[src/rtl/axis2fifo_if.sv]
// rtl/axis2fifo_if.sv - AXI-Stream style result channel between accelerator and axis2fifo
interface axis2fifo_if #(
  parameter int DATA_WIDTH = 32
);
  logic [DATA_WIDTH-1:0] tdata;
  logic                  tvalid;
  logic                  tready;
  logic                  tlast;

  modport master (
    output tdata,
    output tvalid,
    output tlast,
    input  tready
  );

  modport slave (
    input  tdata,
    input  tvalid,
    input  tlast,
    output tready
  );
endinterface

[src/rtl/axis2fifo.sv]
// rtl/axis2fifo.sv - stream slave buffering result frames into a circular FIFO with a registered read port
// Optional frame statistics (frame_count, last_frame_len) enabled by AXIS2FIFO_FRAME_CNT_EN.
module axis2fifo #(
  parameter int DATA_WIDTH = 32,
  parameter int DEPTH      = 4,
  parameter int FRAME_LEN  = 4
) (
  input  logic                       clk,
  input  logic                       rst_n,
  axis2fifo_if.slave                 s_axis,
  input  logic                       arm,
  input  logic                       read,
  output logic [DATA_WIDTH-1:0]      dout,
  output logic                       dout_valid,
  output logic                       empty,
  output logic                       full,
  output logic [$clog2(DEPTH):0]     level,
  output logic                       frame_done,
  output logic                       err_short,
  output logic                       err_nolast,
  output logic                       err_underflow
`ifdef AXIS2FIFO_FRAME_CNT_EN
  ,
  output logic [7:0]                 frame_count,
  output logic [$clog2(DEPTH):0]     last_frame_len
`endif
);

  localparam int PW = $clog2(DEPTH);
  localparam int CW = PW + 1;
  localparam logic [CW-1:0] DEPTH_C     = CW'(DEPTH);
  localparam logic [CW-1:0] FRAME_LEN_C = CW'(FRAME_LEN);
  localparam logic [CW-1:0] CNT_ONE     = CW'(1);
  localparam logic [PW-1:0] PTR_ONE     = PW'(1);

  typedef enum logic {
    IDLE,
    RECEIVE
  } state_t;

  state_t                state;
  logic [DATA_WIDTH-1:0] mem [DEPTH];
  logic [PW-1:0]         wr_ptr;
  logic [PW-1:0]         rd_ptr;
  logic [CW-1:0]         beat_cnt;
  logic [CW-1:0]         beat_next;
  logic                  push;
  logic                  pop;
  logic                  len_hit;
  logic                  frame_end;

  // Ready depends only on state and occupancy so the accelerator never sees a tvalid loop.
  assign full          = (level == DEPTH_C);
  assign empty         = (level == '0);
  assign s_axis.tready = (state == RECEIVE) && !full;

  assign push      = s_axis.tvalid && s_axis.tready;
  assign pop       = read && !empty;
  assign beat_next = beat_cnt + CNT_ONE;
  assign len_hit   = (beat_next == FRAME_LEN_C);
  assign frame_end = push && (s_axis.tlast || len_hit);

  // Storage is deliberately left out of reset; only pointers and level define validity.
  always_ff @(posedge clk) begin
    if (push) begin
      mem[wr_ptr] <= s_axis.tdata;
    end
  end

  always_ff @(posedge clk or negedge rst_n) begin
    if (!rst_n) begin
      state         <= IDLE;
      wr_ptr        <= '0;
      rd_ptr        <= '0;
      level         <= '0;
      beat_cnt      <= '0;
      dout          <= '0;
      dout_valid    <= 1'b0;
      frame_done    <= 1'b0;
      err_short     <= 1'b0;
      err_nolast    <= 1'b0;
      err_underflow <= 1'b0;
    end else begin
      frame_done <= 1'b0;
      dout_valid <= 1'b0;

      case (state)
        IDLE: begin
          if (arm) begin
            state         <= RECEIVE;
            beat_cnt      <= '0;
            err_short     <= 1'b0;
            err_nolast    <= 1'b0;
            err_underflow <= 1'b0;
          end
        end
        RECEIVE: begin
          if (push) begin
            beat_cnt <= beat_next;
            if (frame_end) begin
              frame_done <= 1'b1;
              state      <= IDLE;
              if (s_axis.tlast && !len_hit) begin
                err_short <= 1'b1;
              end
              if (len_hit && !s_axis.tlast) begin
                err_nolast <= 1'b1;
              end
            end
          end
        end
        default: state <= IDLE;
      endcase

      if (push) begin
        wr_ptr <= wr_ptr + PTR_ONE;
      end

      // Read side runs regardless of FSM state; an empty read only raises the sticky flag.
      if (read) begin
        if (!empty) begin
          dout       <= mem[rd_ptr];
          dout_valid <= 1'b1;
          rd_ptr     <= rd_ptr + PTR_ONE;
        end else begin
          err_underflow <= 1'b1;
        end
      end

      case ({push, pop})
        2'b10:   level <= level + CNT_ONE;
        2'b01:   level <= level - CNT_ONE;
        default: level <= level;
      endcase
    end
  end

`ifdef AXIS2FIFO_FRAME_CNT_EN
  always_ff @(posedge clk or negedge rst_n) begin
    if (!rst_n) begin
      frame_count    <= '0;
      last_frame_len <= '0;
    end else if (state == RECEIVE && frame_end) begin
      frame_count    <= frame_count + 8'd1;
      last_frame_len <= beat_next;
    end
  end
`endif

endmodule

[src/flat_wrapper.sv]
// flat-port wrapper written by rule: the top's interface ports become plain ports
module axis2fifo_flat 
#(
  parameter int DATA_WIDTH = 32,
  parameter int DEPTH      = 4,
  parameter int FRAME_LEN  = 4
)
  (clk, rst_n, arm, read, dout, dout_valid, empty, full, level, frame_done, err_short, err_nolast, err_underflow, s_axis_tdata, s_axis_tvalid, s_axis_tlast, s_axis_tready);
  axis2fifo_if #(.DATA_WIDTH(DATA_WIDTH)) s_axis_i ();
  input  logic clk;
  input  logic rst_n;
  input  logic arm;
  input  logic read;
  output logic [DATA_WIDTH-1:0] dout;
  output logic dout_valid;
  output logic empty;
  output logic full;
  output logic [$clog2(DEPTH):0] level;
  output logic frame_done;
  output logic err_short;
  output logic err_nolast;
  output logic err_underflow;
  input wire logic [$bits(s_axis_i.tdata)-1:0] s_axis_tdata;
  input wire logic [$bits(s_axis_i.tvalid)-1:0] s_axis_tvalid;
  input wire logic [$bits(s_axis_i.tlast)-1:0] s_axis_tlast;
  output wire logic [$bits(s_axis_i.tready)-1:0] s_axis_tready;
  assign s_axis_i.tdata = s_axis_tdata;
  assign s_axis_i.tvalid = s_axis_tvalid;
  assign s_axis_i.tlast = s_axis_tlast;
  assign s_axis_tready = s_axis_i.tready;
  axis2fifo #(.DATA_WIDTH(DATA_WIDTH), .DEPTH(DEPTH), .FRAME_LEN(FRAME_LEN)) u_core (.clk(clk), .rst_n(rst_n), .s_axis(s_axis_i), .arm(arm), .read(read), .dout(dout), .dout_valid(dout_valid), .empty(empty), .full(full), .level(level), .frame_done(frame_done), .err_short(err_short), .err_nolast(err_nolast), .err_underflow(err_underflow));
endmodule
[config.mk]
export PLATFORM = sky130hd
export DESIGN_NAME = axis2fifo_flat
export DESIGN_NICKNAME = d
export VERILOG_FILES = /design/src/rtl/axis2fifo_if.sv /design/src/rtl/axis2fifo.sv /design/src/flat_wrapper.sv
export SDC_FILE = /design/constraint.sdc
export NUM_CORES = 1
export LEC_CHECK = 0
export CAP_MARGIN = 20
export CORE_MARGIN = 2
export CORE_UTILIZATION = 50
export DETAILED_ROUTE_END_ITERATION = 16
export PLACE_DENSITY_LB_ADDON = 0.1
export REMOVE_ABC_BUFFERS = 1
export SYNTH_ARGS = -nofsm -noshare
export SYNTH_HDL_FRONTEND = slang
export SYNTH_SLANG_ARGS = --single-unit
[constraint.sdc]
create_clock -name clk -period 2.4 [get_ports clk]
set_clock_uncertainty 0.15 [all_clocks]
set_input_delay 0.36 -clock clk [delete_from_list [all_inputs] [get_ports clk]]
set_output_delay 0.36 -clock clk [all_outputs]
set_load 0.1 [all_outputs]
Word-level counts from Yosys, hierarchy flattened
Memories as Yosys holds them, arrays and structs flattened. A register that Yosys moved wholly into a read port is not among the register bits.
Index checks and enable logic that the tools add are counted.
{"block": "word_totals", "latch_bits": 0, "register_bits": 16, "word_cells": 73, "ram_bits": 128, "mem_bits_ro": 0, "mem_count": 1}
{"block": "classes", "shift": 0, "reduce_logical": 18, "multipliers": 0, "n_addsub": 5, "magnitude_cmp": 0, "eq_ne": 9, "n_div": 0, "n_bitwise": 2, "mux": 28}
{"memory": "u_core.mem", "words": 4, "width": 32, "rd": 1, "rd_clocked_by_memory_dff": 1, "wr": 1, "line_no": "axis2fifo.sv:42", "source": "logic [DATA_WIDTH-1:0] mem [DEPTH];"}
{"operator": "1-bit two-way mux", "count": 21}
{"operator": "3-bit one-hot mux with 2 select lines", "count": 2}
{"operator": "2-bit != test, second input constant", "count": 5}
{"operator": "4-bit AND reduction", "count": 2}
{"operator": "3-bit by 1-bit adder with 3-bit output, second input constant", "count": 2}
{"operator": "3-bit == test, second input constant", "count": 2}
{"operator": "1-bit logical AND", "count": 6}
{"operator": "3-bit two-way mux", "count": 2}
{"operator": "1-bit one-hot mux with 2 select lines", "count": 3}
{"operator": "1-bit logical NOT", "count": 5}
{"operator": "2-bit by 1-bit adder with 2-bit output, second input constant", "count": 2}
{"operator": "2-bit AND reduction", "count": 2}
{"operator": "3-bit logical NOT", "count": 1}
{"operator": "3-bit by 1-bit subtractor with 3-bit output, second input constant", "count": 1}
{"operator": "2-bit by 1-bit == test with 1-bit output, second input constant", "count": 1}
{"operator": "2-bit == test, second input constant", "count": 1}
{"operator": "1-bit inverter", "count": 2}
{"operator": "2-bit nonzero test", "count": 1}
{"operator": "1-bit logical OR", "count": 1}

Longest topological paths before layout
Gate-level depths: netlist of run 1.
{"block": "logic_depth", "ltp_word": 8, "depth_mapped": 10}

Worst setup path after synthesis of run 1
No wires, ideal clock.
{"block": "synth_path", "path_kind": "register to register", "from": "register u_core.level[0]", "to": "register u_core.err_underflow", "stages_incl_launch_ff": 3, "arrival_ns": 3.437, "slack_ns": -1.260, "t_required_ns": 2.177, "synth_period_minus_slack_ns": 3.660, "n_path_buf": 0, "setup_ns": 0.073, "path_cell_list": "dfrtp_1 -> nor3_1 -> a22o_1"}
{"block": "synth_via", "elab_chain_cells": 3}
{"item": "start: declaration", "line_no": "axis2fifo.sv:17", "source": "output logic [$clog2(DEPTH):0] level,"}
{"item": "start signal: assignment", "line_no": "axis2fifo.sv:131", "source": "2'b10: level <= level + CNT_ONE;"}
{"item": "start signal: assignment", "line_no": "axis2fifo.sv:132", "source": "2'b01: level <= level - CNT_ONE;"}
{"item": "start signal: assignment", "line_no": "axis2fifo.sv:133", "source": "default: level <= level;"}
{"item": "3-bit logical NOT", "line_no": "axis2fifo.sv:54", "source": "assign empty = (level == '0);"}
{"item": "via empty", "line_no": "flat_wrapper.sv:16", "source": "output logic empty;"}
{"item": "1-bit two-way mux", "line_no": "axis2fifo.sv:121", "source": "if (!empty) begin"}
{"item": "1-bit two-way mux", "line_no": "axis2fifo.sv:120", "source": "if (read) begin"}
{"item": "end signal: assignment", "line_no": "axis2fifo.sv:82", "source": "err_underflow <= 1'b0;"}
{"item": "end signal: assignment", "line_no": "axis2fifo.sv:94", "source": "err_underflow <= 1'b0;"}
{"item": "end signal: assignment", "line_no": "axis2fifo.sv:126", "source": "err_underflow <= 1'b1;"}
{"item": "end: declaration", "line_no": "axis2fifo.sv:21", "source": "output logic err_underflow"}
The timed path passes the listed nets, and every way through them passes these cells.
A chain may end at the register's enable or synchronous reset.

Final worst setup path of run 1
{"block": "layout_path", "from": "register u_core.level[1]", "to": "register u_core.level[2]"}
{"block": "layout_via", "elab_chain_cells": 6}
{"item": "3-bit == test", "line_no": "axis2fifo.sv:53", "source": "assign full = (level == DEPTH_C);"}
{"item": "1-bit logical NOT", "line_no": "axis2fifo.sv:55", "source": "assign s_axis.tready = (state == RECEIVE) && !full;"}
{"item": "1-bit logical AND", "line_no": "axis2fifo.sv:55"}
{"item": "1-bit logical AND", "line_no": "axis2fifo.sv:57", "source": "assign push = s_axis.tvalid && s_axis.tready;"}
{"item": "2-bit by 1-bit == test with 1-bit output / 2-bit == test (equally long branches)", "line_no": "axis2fifo.sv:130", "source": "case ({push, pop})"}
{"item": "3-bit one-hot mux with 2 select lines / 2-bit nonzero test (equally long branches)"}
Several ways; a longest one is shown, not always the timed one.

==> impl_metrics.toml, run 1 <==
[status]
status = "completed"

[place]
dp_worst_setup_slack_ns = 0.0510
dp_hpwl_um = 7510
place_area_um2 = 7730
gp_congestion = 0.756
place.port_buffers = 80

[worst_setup_path]
worst_setup_path_start_kind = "flop"
r2r_slack_ns = 0.09
endpoint_kind = "flop"
r2r-end = "u_core.level[2]"
cp_slowest_cell = "or3b_1"
cp_cell_sequence = "or3b_1 > inv_2 > nor2_4 > inv_2 > ha_1 > inv_1 > fa_1 > xor2_1 > nor2_1 > xor2_1"
critPathTopFamily = "simple AND/OR/NAND/NOR gates"
required_ns = 2.59
crit_type = "flop to flop"
cp.buffers_inverters = 3
arrival_ns = 2.50
cp_num_cells = 10
r2r-start = "u_core.level[1]"
crit_path_max_incr_delay_ns = 0.40
crit_fanout = 8
rr_worst_depth = 10

[hold_path]
holdPathStages = 2
min_to = "u_core.dout[5]"
min_from = "u_core.dout[5]"
min_path_type = "flop to flop"

[die]
die_width_um = 119
num_io_pins = 81
core_area_um2 = 13100
initial_core_util = 0.507
die_h_um = 119
row_count = 42
die_area_um2 = 14200

[yosys]
syn-cell-area_um2 = 6630
syn_avg_cell_area_um2 = 17.7
synth_seq_cells = 176
synth_top_area_frac = 0.580
netlist_top_cells_area = "edfxtp_1 58%, dfrtp_1 18%, mux4_2 11%"
yosysSeqAreaShare = 0.761
postSynthCellCount = 374
yosys.area.top_type = "edfxtp_1"
synth.distinct_cells = 33
synthFlopType = "edfxtp_1"
yosys_warnings = 0
synth-async-reset-ratio = 0.273
synth_edf_count = 128

[detailed_routing]
wire_per_inst_um = 17.8
drt_first_pass_iters = 4
drc_errors = 0
viasPerCell = 5.15
drtIter0Drc = 244
antenna_left = 0
routed_wl_um = 11900
vias = 3448

[clock_tree]
cts_resized = 0
numCtsBuffers = 17
cts_tree = "built"
cts_sinks = 176
root_buffer = "clkbuf_16"
clockBufferDepth = 2
clk_pin_slew_ns = 0.06
htreeDepth = 4
clk_latency_ns = 0.42

[global_route]
grt_pass1_wl_um = 19300
antenna_found_initial = 0
grt_pass1_vias = 3630
grt_use_total = 0.185
grt_overflow_total = 0
grt_max_degree = 35

[final_layout]
areaGrowthSynthToFinish_pct = 26.6
final_nets = 527
diodes = 0
final_cell_mix = "128 x edfxtp_1, 100 x nand2_1, 55 x buf_4"
drive_gt1_frac = 0.289
final_common_cell = "edfxtp_1"
finalInstanceArea_um2 = 8390

[timing]
maxSlewHeadroom = 0.580
tightest_slew_ns = 0.630
slew_violations = 0
rsz0062_at_grt = "no"
period_share = 0.962
setup_viol_count_final = 0
min_period_ns = 2.31
hold_viol = 0
worst_hold_slack_ns = 0.323
max_freq_ghz = 0.433
setup_tns_ns = 0
worst_slack_ns = 0.0924

[job]
cap_viol_max_count = 0
[cell type report]
cell class,instances,area [um2]
clock inverter,13,185
sequential,176,5050
fill,986,4690
tap,176,220
timing repair buffer,102,968
multi-input combinational,173,1480
inverter,11,41.3
clock buffer,19,453
[routing by layer]
layer | wire length, um | GRT usage | vias up
li1 | - | - | 1591
met2 | 6220 | 0.308 | 89
met3 | 509 | 0.0407 | 14
met5 | 0 | 0 | -
met1 | 5010 | 0.238 | 1754
met4 | 188 | 0.0737 | 0
[worst max-delay path by stage]
stage                          from                   end  slack, ns
floorplan           u_core.level[0]  u_core.err_underflow      -1.26
global placement      s_axis_tvalid       u_core.level[2]       0.12
detailed placement    s_axis_tvalid       u_core.level[2]       0.05
CTS                 u_core.level[1]       u_core.level[2]       0.05
global route        u_core.level[1]       u_core.level[2]      0.002
finish              u_core.level[1]       u_core.level[2]       0.09
[synth_stat cells, types with 2 or more instances]
| master | n |
|---|---|
| edfxtp_1 | 128 |
| nand2_1 | 100 |
| dfrtp_1 | 48 |
| mux4_2 | 32 |
| inv_1 | 8 |
| clkbuf_1 | 7 |
| ha_1 | 7 |
| and2_2 | 5 |
| xnor2_1 | 4 |
| buf_2 | 3 |
| buf_4 | 3 |
| inv_2 | 3 |
| xor2_1 | 3 |
| nor2_1 | 2 |
| o21ai_0 | 2 |
| o31ai_1 | 2 |
[what timing repair did]
| action | CTS | global route |
|---|---|---|
| setup endpoints to repair | 0 | 1 |
| buffers inserted | 0 | 2 |
| hold buffers | 1 | 0 |
| endpoints found under the hold margin | 23 | 0 |
[per-stage QoR]
step	utilization	cells
after floorplan	-	360
after global routing	0.641	670
after global placement	0.591	635
after CTS	0.640	668
final	0.641	670
after detailed placement	0.591	635
[worst reg2reg max path, cell delays in order (launching register included)]
cell and delay, ns:
dfrtp_1 0.37, or3b_1 0.41, inv_2 0.12, nor2_4 0.08, inv_2 0.06, ha_1 0.17
inv_1 0.06, fa_1 0.38, xor2_1 0.16, nor2_1 0.11, xor2_1 0.16
[flip-flops by register name, indices dropped and copies added, names as in the netlist]
register,cells
u_core.beat_cnt,3
u_core.dout,32
u_core.dout_valid,1
u_core.err_nolast,1
u_core.err_short,1
u_core.err_underflow,1
u_core.frame_done,1
u_core.level,3
u_core.mem,128
u_core.rd_ptr,2
u_core.state,1
u_core.wr_ptr,2
[logic make-up (layout without fill, tap and decap cells)]
kind of cell / Yosys count / count (layout) / share of synthesized area
AO/OA/AOI/OAI: 13 / 13 / 0.0166
XOR/XNOR: 7 / 7 / 0.00925
AND/OR/NAND/NOR: 111 / 111 / 0.0681
flip-flops: 176 / 176 / 0.761
multiplexers: 34 / 34 / 0.112
adder cells (fa/ha/maj): 8 / 8 / 0.0162
buffers and inverters: 25 / 145 / 0.0164
Power of run 1 is not shown: default switching activity piles up to over one toggle a cycle in this logic, so the estimate is an artifact.
==> run 2: changes to the inputs <==
--- a/config.mk
+++ b/config.mk
@@ -10,7 +10,7 @@
 export CORE_UTILIZATION = 50
 export DETAILED_ROUTE_END_ITERATION = 16
 export PLACE_DENSITY_LB_ADDON = 0.1
-export REMOVE_ABC_BUFFERS = 1
+export SKIP_CTS_REPAIR_TIMING = 1
 export SYNTH_ARGS = -nofsm -noshare
 export SYNTH_HDL_FRONTEND = slang
 export SYNTH_SLANG_ARGS = --single-unit
==> impl_metrics.toml, run 2 (synthesized netlist as in run 1, its figures left out) <==
[status]
status = "completed"

[final_layout]
regMostFlops = "u_core.mem"
largest_register_ffs = 128
areaGrowthSynthToFinish_pct = 27.0
largest_registers = "u_core.mem (128), u_core.dout (32)"
diodes = 0
drive_gt1_frac = 0.295
final_nets = 525
final_common_cell = "edfxtp_1"
final_cell_mix = "128 x edfxtp_1, 100 x nand2_1, 52 x buf_4"

[worst_setup_path]
arrival_ns = 2.51
required_ns = 2.59
critPathTopFamily = "simple AND/OR/NAND/NOR gates"
crit_fanout = 8
cp_slowest_cell = "dfrtp_4"
r2r-start = "u_core.level[1]"
crit_path_start = "u_core.level[1]"
cp.buffers_inverters = 3
worst_setup_path_start_kind = "flop"
cp_cell_sequence = "or3b_4 > inv_12 > nor2_4 > inv_2 > ha_4 > inv_2 > fa_2 > xor2_1 > nor2_1 > xor2_1"
crit_type = "flop to flop"
crit_path_max_incr_delay_ns = 0.50
endpoint_kind = "flop"

[detailed_routing]
routed_wl_um = 11800
antenna_left = 0
vias = 3399
drt_first_pass_iters = 5
viasPerCell = 5.09
wire_per_inst_um = 17.7
drtIter0Drc = 248
drc_errors = 0

[timing]
min_period_ns = 2.32
hold_viol = 0
slew_violations = 0
setup_tns_ns = 0
rsz0062_at_grt = "no"
worst_slack_ns = 0.0778
tightest_slew_ns = 0.430
max_freq_ghz = 0.431
maxSlewHeadroom = 0.714
setup_viol_count_final = 0
period_share = 0.968

[place]
dp_worst_setup_slack_ns = 0.0803
gp_congestion = 0.785
place.port_buffers = 80
dp_hpwl_um = 7120

[global_route]
antenna_found_initial = 0
grt_use_total = 0.180
grt_max_degree = 35
grt_pass1_vias = 3529
grt_overflow_total = 0
grt_pass1_wl_um = 18700

[die]
num_io_pins = 81
die_area_um2 = 14200
row_count = 42
initial_core_util = 0.507
die_h_um = 119
core_area_um2 = 13100
die_width_um = 119

[job]
cap_viol_max_count = 0

[yosys]
synth_nets = 420

[clock_tree]
numCtsBuffers = 17
clk_latency_ns = 0.41
htreeDepth = 4
clockBufferDepth = 2
root_buffer = "clkbuf_16"
cts_tree = "built"
clk_pin_slew_ns = 0.06
cts_sinks = 176

[hold_path]
min_path_type = "input port to asynchronous set/reset pin"
run 2: routing by layer:
metal | routed length, um | GRT usage
met1 | 5090 | 0.236
met2 | 5950 | 0.291
met3 | 635 | 0.0522
met4 | 149 | 0.0647
met5 | 0 | 0
run 2: worst paths after layout:
check / cells after the start / slack (ns) / end
worst max-delay path: 10 / 0.08 / u_core.level[2]
worst min-delay path: 2 / 0.17 / u_core.dout[31]
worst max register to register: 10 / 0.08 / u_core.level[2]
max in group asynchronous: 3 / 1.30 / u_core.level[0]
worst min register to register: 2 / 0.32 / u_core.dout[5]
min in group clk: 2 / 0.32 / u_core.dout[5]
run 2: layout make-up:
cell class / count / area [um2]
Clock buffer: 21 / 460
Multi-Input combinational cell: 173 / 1500
Sequential cell: 176 / 5060
Inverter: 11 / 53.8
Fill cell: 956 / 4670
Clock inverter: 11 / 161
Tap cell: 176 / 220
Timing Repair Buffer: 100 / 966
run 2: worst reg2reg max path, delay by kind of cell (launching register included):
kind,cells,cell delay (ns)
xor+xnor,2,0.29
fa+ha+maj,2,0.46
buf+inv,3,0.20
flops,1,0.50
simple gates,3,0.64
run 2: stage by stage:
stage               cells  hold slack, ns  area [um2]   util
floorplan             374         -0.0856        6680      -
detailed placement    634          0.0669        7780  0.595
CTS                   666          -0.385        8400  0.642
global placement      634          0.0650        7780  0.595
global route          668           0.153        8420  0.643
finish                668           0.168        8420  0.643
Power of run 2 is left out for the same reason.
==> run 3: changes to the inputs <==
--- a/config.mk
+++ b/config.mk
@@ -7,7 +7,7 @@
 export LEC_CHECK = 0
 export CAP_MARGIN = 20
 export CORE_MARGIN = 2
-export CORE_UTILIZATION = 50
+export CORE_UTILIZATION = 55
 export DETAILED_ROUTE_END_ITERATION = 16
 export PLACE_DENSITY_LB_ADDON = 0.1
 export SKIP_CTS_REPAIR_TIMING = 1
==> constraint.sdc (replaced) <==
create_clock -name clk -period 2.81 [get_ports clk]
set_clock_uncertainty 0.15 [all_clocks]
set_input_delay 0.4215 -clock clk [delete_from_list [all_inputs] [get_ports clk]]
set_output_delay 0.4215 -clock clk [all_outputs]
set_load 0.1 [all_outputs]
==> impl_metrics.toml, run 3 (synthesized netlist as in run 1, its figures left out) <==
[global_route]
top_usage_layer = "met2"
grt_overflow_total = 0
grt_pass1_vias = 3444
met3_usage = 0.0473
grt_use_total = 0.192
grt_max_degree = 35
grt_pass1_wl_um = 18100
met1_usage = 0.257
use_met2 = 0.303
antenna_found_initial = 0

[timing]
tightest_slew_ns = 0.428
setup_tns_ns = 0
min_period_ns = 2.50
setup_viol_count_final = 0
period_share = 0.888
slew_violations = 0
max_freq_ghz = 0.401
hold_viol = 0
rsz0062_at_grt = "no"
maxSlewHeadroom = 0.714

[final_layout]
drive_gt1_frac = 0.275
largest_register_ffs = 128
areaGrowthSynthToFinish_pct = 22.6
largest_registers = "u_core.mem (128), u_core.dout (32)"
final_cell_mix = "128 x edfxtp_1, 100 x nand2_1, 49 x buf_4"
regMostFlops = "u_core.mem"
final_nets = 517
diodes = 0
final_common_cell = "edfxtp_1"

[detailed_routing]
drtIter0Drc = 173
wire_per_inst_um = 18.2
antenna_left = 0
viasPerCell = 5.44
routed_wl_um = 11500
drc_errors = 0
vias = 3434
drt_first_pass_iters = 4

[die]
row_count = 40
num_io_pins = 81
die_width_um = 114
die_h_um = 114
core_area_um2 = 11900
initial_core_util = 0.557
die_area_um2 = 12900

[status]
status = "completed"

[worst_setup_path]
crit_path_start = "u_core.level[1]"
arrival_ns = 2.68
worst_setup_path_start_kind = "flop"
r2r_slack_ns = 0.31
path_common_cell = "xor2_1"
cp_slowest_cell = "dfrtp_2"
r2r-start = "u_core.level[1]"
r2r-end = "u_core.level[2]"
crit_end = "u_core.level[2]"
critPathTopFamily = "simple AND/OR/NAND/NOR gates"
cp_num_cells = 10
rr_worst_depth = 10
crit_type = "flop to flop"
required_ns = 3.00
cp.buffers_inverters = 3
cp_cell_sequence = "or3b_1 > inv_4 > nor2_4 > inv_2 > ha_1 > inv_1 > fa_1 > xor2_1 > nor2_1 > xor2_1"
crit_path_max_incr_delay_ns = 0.45
endpoint_kind = "flop"
crit_fanout = 8

[clock_tree]
htreeDepth = 4
root_buffer = "clkbuf_16"
cts_tree = "built"
clk_latency_ns = 0.42
clk_pin_slew_ns = 0.06
cts_sinks = 176
numCtsBuffers = 17
clockBufferDepth = 2

[job]
cap_viol_max_count = 0

[hold_path]
min_path_type = "input port to asynchronous set/reset pin"

[place]
dp_hpwl_um = 6860
place.port_buffers = 80
gp_congestion = 0.764

[yosys]
synth_nets = 420
[run 3: changes by cell type in the layout (fill, tap and decap cells not counted), sizes merged]
cell	change
bufinv	-4
inv	+4
clkinvlp	+1
buf	-8
clkbuf	-1
[run 3: cell type report]
type | count | area [um2]
Clock buffer | 20 | 437
Clock inverter | 12 | 85.1
Fill cell | 798 | 3780
Inverter | 11 | 43.8
Multi-Input combinational cell | 173 | 1480
Sequential cell | 176 | 5050
Tap cell | 147 | 184
Timing Repair Buffer | 92 | 843
[run 3: per-layer routing]
metal / vias up / wire length [um] / share of wire
met3: 21 / 561 / 0.049
met4: 0 / 220 / 0.019
met1: 1746 / 5000 / 0.43
li1: 1573 / - / -
met5: - / 0 / 0
met2: 94 / 5710 / 0.50
[run 3: how the worst min path moves through the flow]
stage                     depth (start not counted)  slack, ns   from                  to
after global routing                              2       0.32  rst_n    u_core.rd_ptr[0]
after CTS                                         1      -0.25  rst_n      u_core.dout[7]
after global placement                            1       0.19  rst_n      u_core.dout[7]
final                                             2       0.29  rst_n      u_core.dout[7]
after floorplan                                   0      -0.02  rst_n  u_core.beat_cnt[0]
after detailed placement                          1       0.20  rst_n      u_core.dout[7]
[run 3: through the flow]
| step | std cells | area [um2] | hold slack (ns) | setup slack (ns) | utilization |
|---|---|---|---|---|---|
| floorplan | 374 | 6640 | -0.0241 | 0.0165 | - |
| global placement | 598 | 7600 | 0.192 | 0.387 | 0.638 |
| detailed placement | 598 | 7600 | 0.197 | 0.335 | 0.638 |
| CTS | 630 | 8120 | -0.255 | 0.307 | 0.682 |
| global route | 631 | 8130 | 0.324 | 0.142 | 0.682 |
| finish | 631 | 8130 | 0.290 | 0.315 | 0.682 |
Power of run 3 is left out for the same reason.
